<file path="config.mk">
export PLATFORM = sky130hd
export DESIGN_NAME = udt_handshake_tx_flat
export DESIGN_NICKNAME = d
export VERILOG_FILES = /design/src/rtl/udt_handshake_tx_if.sv /design/src/rtl/udt_handshake_tx.sv /design/src/flat_wrapper.sv
export SDC_FILE = /design/constraint.sdc
export NUM_CORES = 1
export LEC_CHECK = 0
export CAP_MARGIN = 20
export CORE_MARGIN = 1
export CORE_UTILIZATION = 40
export CTS_CLUSTER_SIZE = 25
export DETAILED_ROUTE_END_ITERATION = 10
export PLACE_DENSITY_LB_ADDON = 0.12
export SLEW_MARGIN = 20
export SYNTH_ARGS = -nofsm -noshare
export SYNTH_HDL_FRONTEND = slang
export SYNTH_SLANG_ARGS = --single-unit
</file>
<file path="constraint.sdc">
create_clock -name clk -period 5.7 [get_ports clk]
set_input_delay 0.57 -clock clk [delete_from_list [all_inputs] [get_ports clk]]
set_output_delay 0.57 -clock clk [all_outputs]
set_load 0.01 [all_outputs]
</file>
<file path="src/rtl/udt_handshake_tx_if.sv">
// udt_handshake_tx_if
// AXI-stream carrying the UDT handshake packet from the transmitter to the
// packet output mux.
//   req_tdata  : 64-bit beat, byte 0 in [63:56]
//   req_tkeep  : byte enables, all ones while valid
//   req_tvalid : beat valid
//   req_tlast  : final beat (beat 7) of the packet
//   req_tready : downstream ready
interface udt_handshake_tx_if ();
  logic [63:0] req_tdata;
  logic [7:0]  req_tkeep;
  logic        req_tvalid;
  logic        req_tlast;
  logic        req_tready;

  modport master (
    output req_tdata,
    output req_tkeep,
    output req_tvalid,
    output req_tlast,
    input  req_tready
  );

  modport slave (
    input  req_tdata,
    input  req_tkeep,
    input  req_tvalid,
    input  req_tlast,
    output req_tready
  );
endinterface

</file>
<file path="src/rtl/udt_handshake_tx.sv">
// udt_handshake_tx
// Builds one 64-byte UDT handshake control packet from connection parameters
// latched at request acceptance and emits it as eight 64-bit stream beats.
// Ports:
//   clk, rst_n        : clock, asynchronous active-low reset
//   Tx_Req / Tx_Ready : send request, accepted while Tx_Ready is high
//   Tx_Done           : one-cycle pulse after the last beat transfers
//   Tx_Count          : wrapping count of packets sent
//   Conn_Type .. Peer_IP : handshake field values
//   req               : outgoing AXI-stream (master side)
module udt_handshake_tx #(
  parameter logic [31:0] VERSION   = 32'd4,
  parameter logic [31:0] SOCK_TYPE = 32'd1
) (
  input  logic                      clk,
  input  logic                      rst_n,
  input  logic                      Tx_Req,
  output logic                      Tx_Ready,
  output logic                      Tx_Done,
  output logic [15:0]               Tx_Count,
  input  logic [31:0]               Conn_Type,
  input  logic [31:0]               INIT_SEQ,
  input  logic [31:0]               MSSize,
  input  logic [31:0]               FlightFlagSize,
  input  logic [31:0]               Socket_ID,
  input  logic [31:0]               Dst_Socket_ID,
  input  logic [31:0]               SYN_Cookie,
  input  logic [31:0]               Timestamp,
  input  logic [127:0]              Peer_IP,
  udt_handshake_tx_if.master        req
);

  typedef enum logic [0:0] {
    ST_IDLE = 1'b0,
    ST_SEND = 1'b1
  } state_t;

  state_t       r_state;
  logic [2:0]   r_beat;
  logic [63:0]  r_tdata;
  logic [7:0]   r_tkeep;
  logic         r_tvalid;
  logic         r_tlast;
  logic         r_tx_ready;
  logic         r_tx_done;
  logic [15:0]  r_tx_count;

  // Shadow copy of the fields, frozen for the packet in flight
  logic [31:0]  r_sh_conn_type;
  logic [31:0]  r_sh_init_seq;
  logic [31:0]  r_sh_mss;
  logic [31:0]  r_sh_flight;
  logic [31:0]  r_sh_sock_id;
  logic [31:0]  r_sh_dst_id;
  logic [31:0]  r_sh_cookie;
  logic [31:0]  r_sh_tstamp;
  logic [127:0] r_sh_peer_ip;

  state_t       w_state_nx;
  logic [2:0]   w_beat_nx;
  logic [2:0]   w_beat_inc;
  logic [63:0]  w_tdata_nx;
  logic [7:0]   w_tkeep_nx;
  logic         w_tvalid_nx;
  logic         w_tlast_nx;
  logic         w_ready_nx;
  logic         w_done_nx;
  logic [15:0]  w_count_nx;
  logic         w_latch;
  logic [63:0]  w_words [8];

  assign w_beat_inc = r_beat + 3'd1;

  // Packet words assembled from the shadow registers
  always_comb begin
    w_words[0] = {32'h8000_0000, 32'h0000_0000};
    w_words[1] = {r_sh_tstamp, r_sh_dst_id};
    w_words[2] = {VERSION, SOCK_TYPE};
    w_words[3] = {r_sh_init_seq, r_sh_mss};
    w_words[4] = {r_sh_flight, r_sh_conn_type};
    w_words[5] = {r_sh_sock_id, r_sh_cookie};
    w_words[6] = r_sh_peer_ip[127:64];
    w_words[7] = r_sh_peer_ip[63:0];
  end

  // Next-state and next-output logic; outputs are then registered
  always_comb begin
    w_state_nx  = r_state;
    w_beat_nx   = r_beat;
    w_tdata_nx  = r_tdata;
    w_tkeep_nx  = r_tkeep;
    w_tvalid_nx = r_tvalid;
    w_tlast_nx  = r_tlast;
    w_ready_nx  = r_tx_ready;
    w_done_nx   = 1'b0;
    w_count_nx  = r_tx_count;
    w_latch     = 1'b0;
    case (r_state)
      ST_IDLE: begin
        if (Tx_Req) begin
          // Beat 0 is field-independent, so it can be loaded while the
          // shadow registers capture the fields on the same edge.
          w_state_nx  = ST_SEND;
          w_beat_nx   = 3'd0;
          w_tdata_nx  = {32'h8000_0000, 32'h0000_0000};
          w_tkeep_nx  = 8'hFF;
          w_tvalid_nx = 1'b1;
          w_tlast_nx  = 1'b0;
          w_ready_nx  = 1'b0;
          w_latch     = 1'b1;
        end else begin
          w_tvalid_nx = 1'b0;
          w_tlast_nx  = 1'b0;
          w_ready_nx  = 1'b1;
        end
      end
      ST_SEND: begin
        if (r_tvalid && req.req_tready) begin
          if (r_beat == 3'd7) begin
            w_state_nx  = ST_IDLE;
            w_beat_nx   = 3'd0;
            w_tdata_nx  = 64'h0;
            w_tkeep_nx  = 8'h00;
            w_tvalid_nx = 1'b0;
            w_tlast_nx  = 1'b0;
            w_ready_nx  = 1'b1;
            w_done_nx   = 1'b1;
            w_count_nx  = r_tx_count + 16'd1;
          end else begin
            w_beat_nx   = w_beat_inc;
            w_tdata_nx  = w_words[w_beat_inc];
            w_tlast_nx  = (w_beat_inc == 3'd7);
          end
        end else begin
          // Stall: every stream output holds its value
          w_beat_nx   = r_beat;
        end
      end
      default: begin
        w_state_nx  = ST_IDLE;
        w_beat_nx   = 3'd0;
        w_tdata_nx  = 64'h0;
        w_tkeep_nx  = 8'h00;
        w_tvalid_nx = 1'b0;
        w_tlast_nx  = 1'b0;
        w_ready_nx  = 1'b1;
      end
    endcase
  end

  // State, beat counter and registered outputs
  always_ff @(posedge clk or negedge rst_n) begin
    if (!rst_n) begin
      r_state    <= ST_IDLE;
      r_beat     <= 3'd0;
      r_tdata    <= 64'h0;
      r_tkeep    <= 8'h00;
      r_tvalid   <= 1'b0;
      r_tlast    <= 1'b0;
      r_tx_ready <= 1'b1;
      r_tx_done  <= 1'b0;
      r_tx_count <= 16'd0;
    end else begin
      r_state    <= w_state_nx;
      r_beat     <= w_beat_nx;
      r_tdata    <= w_tdata_nx;
      r_tkeep    <= w_tkeep_nx;
      r_tvalid   <= w_tvalid_nx;
      r_tlast    <= w_tlast_nx;
      r_tx_ready <= w_ready_nx;
      r_tx_done  <= w_done_nx;
      r_tx_count <= w_count_nx;
    end
  end

  // Field capture on request acceptance
  always_ff @(posedge clk or negedge rst_n) begin
    if (!rst_n) begin
      r_sh_conn_type <= 32'h0;
      r_sh_init_seq  <= 32'h0;
      r_sh_mss       <= 32'h0;
      r_sh_flight    <= 32'h0;
      r_sh_sock_id   <= 32'h0;
      r_sh_dst_id    <= 32'h0;
      r_sh_cookie    <= 32'h0;
      r_sh_tstamp    <= 32'h0;
      r_sh_peer_ip   <= 128'h0;
    end else if (w_latch) begin
      r_sh_conn_type <= Conn_Type;
      // The sequence number is 31 bits on the wire; bit 31 is cleared here
      r_sh_init_seq  <= INIT_SEQ & 32'h7FFF_FFFF;
      r_sh_mss       <= MSSize;
      r_sh_flight    <= FlightFlagSize;
      r_sh_sock_id   <= Socket_ID;
      r_sh_dst_id    <= Dst_Socket_ID;
      r_sh_cookie    <= SYN_Cookie;
      r_sh_tstamp    <= Timestamp;
      r_sh_peer_ip   <= Peer_IP;
    end else begin
      r_sh_conn_type <= r_sh_conn_type;
      r_sh_init_seq  <= r_sh_init_seq;
      r_sh_mss       <= r_sh_mss;
      r_sh_flight    <= r_sh_flight;
      r_sh_sock_id   <= r_sh_sock_id;
      r_sh_dst_id    <= r_sh_dst_id;
      r_sh_cookie    <= r_sh_cookie;
      r_sh_tstamp    <= r_sh_tstamp;
      r_sh_peer_ip   <= r_sh_peer_ip;
    end
  end

  assign Tx_Ready       = r_tx_ready;
  assign Tx_Done        = r_tx_done;
  assign Tx_Count       = r_tx_count;
  assign req.req_tdata  = r_tdata;
  assign req.req_tkeep  = r_tkeep;
  assign req.req_tvalid = r_tvalid;
  assign req.req_tlast  = r_tlast;

endmodule

</file>
<file path="src/flat_wrapper.sv">
// flat-port wrapper written by rule: the top's interface ports become plain ports
module udt_handshake_tx_flat 
#(
  parameter logic [31:0] VERSION   = 32'd4,
  parameter logic [31:0] SOCK_TYPE = 32'd1
)
  (clk, rst_n, Tx_Req, Tx_Ready, Tx_Done, Tx_Count, Conn_Type, INIT_SEQ, MSSize, FlightFlagSize, Socket_ID, Dst_Socket_ID, SYN_Cookie, Timestamp, Peer_IP, req_req_tdata, req_req_tkeep, req_req_tvalid, req_req_tlast, req_req_tready);
  udt_handshake_tx_if req_i ();
  input  logic clk;
  input  logic rst_n;
  input  logic Tx_Req;
  output logic Tx_Ready;
  output logic Tx_Done;
  output logic [15:0] Tx_Count;
  input  logic [31:0] Conn_Type;
  input  logic [31:0] INIT_SEQ;
  input  logic [31:0] MSSize;
  input  logic [31:0] FlightFlagSize;
  input  logic [31:0] Socket_ID;
  input  logic [31:0] Dst_Socket_ID;
  input  logic [31:0] SYN_Cookie;
  input  logic [31:0] Timestamp;
  input  logic [127:0] Peer_IP;
  output wire logic [$bits(req_i.req_tdata)-1:0] req_req_tdata;
  output wire logic [$bits(req_i.req_tkeep)-1:0] req_req_tkeep;
  output wire logic [$bits(req_i.req_tvalid)-1:0] req_req_tvalid;
  output wire logic [$bits(req_i.req_tlast)-1:0] req_req_tlast;
  input wire logic [$bits(req_i.req_tready)-1:0] req_req_tready;
  assign req_req_tdata = req_i.req_tdata;
  assign req_req_tkeep = req_i.req_tkeep;
  assign req_req_tvalid = req_i.req_tvalid;
  assign req_req_tlast = req_i.req_tlast;
  assign req_i.req_tready = req_req_tready;
  udt_handshake_tx #(.VERSION(VERSION), .SOCK_TYPE(SOCK_TYPE)) u_core (.clk(clk), .rst_n(rst_n), .Tx_Req(Tx_Req), .Tx_Ready(Tx_Ready), .Tx_Done(Tx_Done), .Tx_Count(Tx_Count), .Conn_Type(Conn_Type), .INIT_SEQ(INIT_SEQ), .MSSize(MSSize), .FlightFlagSize(FlightFlagSize), .Socket_ID(Socket_ID), .Dst_Socket_ID(Dst_Socket_ID), .SYN_Cookie(SYN_Cookie), .Timestamp(Timestamp), .Peer_IP(Peer_IP), .req(req_i));
endmodule
</file>
[After elaboration in Yosys (flattened, before gate mapping)]
Cells that the tools add are included.
W data, S select, Z words.
Operators by class
  reduce and logical (&&, ||, !) cells: 5
  $mul: 0
  $lt $le $gt $ge: 1
  shifts and indexed selects: 0
  divide/modulo/power cells: 0
  eq/ne operators: 5
  add/subtract/negate cells: 2
  muxes and demuxes: 33
  bitwise gates (word level): 2
Operators by type and width (number)
  $mux W64: 5
  $bmux W64 S3: 1
  $pmux W64 S2: 1
  $mux W8: 3
  $add A16 B1 Y16 const B: 1
  $pmux W8 S2: 1
  $mux W1: 14
  $mux W3: 3
  $pmux W1 S2: 4
  $eq A3 B3 Y1 const B: 2
  $ne A2 B2 Y1 const B: 3
  $pmux W3 S2: 1
  $reduce_and A3 Y1: 2
  $ge A4 B4 Y1 const B: 1
  $not A3 Y4: 1
  $reduce_and A2 Y1: 2
  $add A3 B1 Y3 const B: 1
  $logic_and A1 B1 Y1: 1
  $not A1 Y1: 1
Storage, ports and cells
  bits in registers: 479
  logic and storage cells: 66
  output and inout bits: 92
  memories kept: 0
  latch bits: 0
  bits in read-only memories: 0
  memory bits (writable): 0

[Depth between registers and ports, before layout]
  depth after elaboration: 8
  mapped depth: 10
  mapped depth without buffers: 7

[Worst setup path after synthesis]
Ideal clock, no wire load.
  path type: register to register
  start: register u_core.r_beat[0]
  end: register u_core.r_tdata[35] (netlist: u_core.req.req_tdata[35])
  path slack: 3.743 ns
  arrival time: 1.831 ns
  setup time: 0.127 ns
  clock period less this slack: 1.957 ns
  cell stages (with the launch flop): 10
  data required time: 5.573 ns
  cells stage by stage: dfrtp_1 > buf_2 > inv_2 > ha_1 > buf_2 > buf_2 > buf_4 > buf_2 > mux2i_1 > o21ai_1
Between the ends
  longest elaborated chain between the ends: 8
RTL lines
  start: declaration: line udt_handshake_tx.sv:39  | logic [2:0] r_beat;
  start signal: assignment: line udt_handshake_tx.sv:165  | r_beat <= w_beat_nx;
  $add A3 B1 Y3: line udt_handshake_tx.sv:72  | assign w_beat_inc = r_beat + 3'd1;
  $not A3 Y4 (not written as such): line udt_handshake_tx.sv:131  | w_tdata_nx = w_words[w_beat_inc];
  $bmux W64 S3: line udt_handshake_tx.sv:131
  $mux W64 (not written as such) (2 in series): line udt_handshake_tx.sv:131
  $mux W64 (*): line udt_handshake_tx.sv:119  | if (r_beat == 3'd7) begin
  $mux W64 (*): line udt_handshake_tx.sv:118  | if (r_tvalid && req.req_tready) begin
  $pmux W64 S2 (*): line udt_handshake_tx.sv:98  | case (r_state)
  end signal: assignment: line udt_handshake_tx.sv:166  | r_tdata <= w_tdata_nx;
  end: declaration: line udt_handshake_tx.sv:40  | logic [63:0] r_tdata;
Every way passes the cells marked *; elsewhere a longest branch is shown, timed or not. The select of a mux whose other input is x is not followed.
A chain may end at the register's enable or synchronous reset.

[Worst setup path after layout]
  start: register u_core.r_beat[0]
  end: register u_core.r_tdata[24] (netlist: u_core.req.req_tdata[24])
The elaborated chain is that of the path after synthesis.

==> out/qor.csv <==
metric;value;unit
cells along the critical path;inv_2 -> ha_4 -> buf_12 -> mux4_2 -> a22oi_1 -> o21ai_1;
# IOs;480;
CP Capture Type;flop;
routed len/inst;18.5;microns
Adder-Cell Fraction of Synth Area;0.310;%
Crit Path Class;flop to flop;
port bufs;478;
post-synth top area share;58.3;%
PD cells;500;nW/um^2
clock root buffer;clkbuf_16;
# Post-CTS Setup Buffers;0;
post-layout net count;2906;
CTS resizes;0;
Critical Path Fanout Max;49;
ys flop type;dfrtp_1;
First-pass DRT Iterations;5;
Post-synth top cells;1,166 x nand2_1, 471 x dfrtp_1, 78 x clkbuf_1;
critical-path cell with the highest stage delay;dfrtp_4;
share of cells above drive strength 1;7.17;%
met2 routed WL;28900;microns
via-per-instance ratio;4.91;
main combinational cell family by area after synthesis;simple AND/OR/NAND/NOR gates;
Synth Area in Simple Gates;23.0;%
antenna viol nets, final;0;
Hold WC Path Type;input port to async pin;
M1 WL;25100;microns
Placeable Area;49400;sq um
violated checks;hold timing;
clock slew at reported path FFs;0.06;ns
Final setup viols;0;
crit share post-route;57.3;%
status;complete, but fails checks;
post-place setup slack;2.38;ns
Setup TNS;0;ns
clk sink count;472;
Largest delay share family, worst path;flip-flops;
chip width;227;microns
Synth Area in Compound Gates;4.25;%
Post-synth EDFFs;0;
LEAKAGE;13.2;nW
most frequent cell after synthesis;nand2_1;
final worst slack;2.43;ns
total global-route track usage;23.3;%
Slew @ Worst Pin;0.925;ns
Largest stage delay, worst path;0.94;ns
Slew Limit Headroom;38.3;%
Synth Net Count;2492;
max cap viols;0;
Cells after Synth;2099;
FFs w/ async S/R, synth;100;%
Total Routed Length;59800;microns
worst skew pair latency;0.60;ns
via count;15800;
Starting Density;40.9;%
hold-fix buffer count after cts;0;
startpoint class of the critical path;flop;
register area share after synthesis;58.5;%
initial drt markers;953;
Final min period;3.27;ns
mux cell area share after synthesis;10.1;%
H-tree depth;2;
GRT Residual Overflow;0;
die area;51400;sq um
final hold vios;7;
RePlAce Congestion;0.805;
worst path bufs/invs;2;
CTS Buf Count;52;
largest net degree at the start of global routing;203;
Top Layer Used;met5;
register bit total from synthesis;472;
Post-Synth XOR/XNOR Area;0.650;%
Min Hold Slack;-0.0294;ns
Synth Cell Area;20200;sq um
Clock Skews;0.0106;ns
first-pass GRT wire length;92000;microns
biggest area consumer among synthesized cells;dfrtp_1;
# DRC;0;
initial antenna violation count;17;
DPL Wire Length;38600;microns
unrepaired setup endpoints after global routing;no;
Layout area overhead;34.7;%
syn_area_per_cell;9.63;sq um
Peak supply drop;0.000295;V
row count;81;
top cells by area, synth;dfrtp_1 58%, nand2_1 22%, mux4_2 7.0%;
TritonCTS clock tree;built;
Final Max Tran Viols;0;
chip height;227;microns
Netlist cell types;41;
CP arrival;3.71;ns
worst path required time;6.15;ns
DR WL met3;4110;microns
yosys synthesis warning count;0;
fmax;0.306;GHz
vias in the first global route;16500;
clock buffer depth;3;
-- power by group --
group / total [mW] / switching [mW] / internal, mW
clock network: 3.39 / 1.38 / 2.01
logic: 4.44 / 2.11 / 2.33
registers: 5.77 / 0.898 / 4.87
-- state kept, by name, indices dropped and copies added, names as in the netlist, 3 cells and up --
register               flops
u_core.r_sh_peer_ip      128
u_core.req.req_tdata      64
u_core.r_sh_conn_type     32
u_core.r_sh_cookie        32
u_core.r_sh_dst_id        32
u_core.r_sh_flight        32
u_core.r_sh_mss           32
u_core.r_sh_sock_id       32
u_core.r_sh_tstamp        32
u_core.r_sh_init_seq      31
u_core.Tx_Count           16
u_core.r_beat              3
-- placed cells by master (no fill, tap or decap), drive strengths merged, types with 2 or more instances in the layout --
master / instances
xnor2: 13
and4: 2
o31ai: 3
clkbuf: 78
a22oi: 61
nand3: 10
nor2b: 2
and3: 5
mux2i: 62
and2: 2
nand2b: 2
diode: 10
nand2: 1166
o21ai: 64
a21oi: 2
a221o: 2
clkdlybuf4s50: 477
nor3: 4
dfrtp: 471
mux4: 63
ha: 5
inv: 6
nor2: 4
buf: 20
clkinv: 13
xor2: 2
a21boi: 2
bufinv: 2
nand4: 5
-- layout make-up --
cell class,instances,area [sq um]
Clock inverter,17,146
Multi-Input combinational cell,1486,7760
Tap cell,664,831
Inverter,4,15.0
Clock buffer,78,1590
Antenna cell,10,25.0
Sequential cell,472,11800
Fill cell,4552,22100
Timing Repair Buffer,497,5030
-- routing by layer --
| layer | vias up | global-route usage (%) |
|---|---|---|
| met5 | - | 0 |
| met4 | 12 | 7.89 |
| met3 | 113 | 6.13 |
| met2 | 371 | 38.2 |
| met1 | 7764 | 30.0 |
| li1 | 7589 | - |
-- cell families after synthesis --
| group | Yosys count |
|---|---|
| AO/OA/AOI/OAI | 136 |
| XOR/XNOR | 15 |
| adder cells (fa/ha/maj) | 5 |
| AND/OR/NAND/NOR | 1205 |
| buffers and inverters | 141 |
| multiplexers | 125 |
| flip-flops | 472 |
-- final timing paths --
kind | startpoint | to | slack [ns] | depth (start not counted)
setup / recovery | u_core.r_beat[0]$_DFFE_PN0P_ | u_core.req.req_tdata[24]$_DFFE_PN0P_ | 2.43 | 6
hold / removal | rst_n | u_core.r_sh_peer_ip[58]$_DFFE_PN0P_ | -0.03 | 1
setup reg to reg | u_core.r_beat[0]$_DFFE_PN0P_ | u_core.req.req_tdata[24]$_DFFE_PN0P_ | 2.43 | 6
hold reg to reg | u_core.r_sh_cookie[24]$_DFFE_PN0P_ | u_core.r_sh_cookie[24]$_DFFE_PN0P_ | 0.47 | 2
max in group asynchronous | rst_n | u_core.r_sh_flight[24]$_DFFE_PN0P_ | 4.17 | 2
min in group clk | u_core.r_sh_cookie[24]$_DFFE_PN0P_ | u_core.r_sh_cookie[24]$_DFFE_PN0P_ | 0.47 | 2
-- metrics by stage --
step	area, sq um	power, mW	cells	util, %
after global placement	25400	10.2	3122	51.5
after global routing	27200	14.5	3225	55.1
after floorplan	20200	8.68	2099	-
after CTS	27200	13.8	3217	55.0
after detailed placement	25400	10.3	3122	51.5
final	27200	13.6	3228	55.1
(Power assumes the default switching activity.)
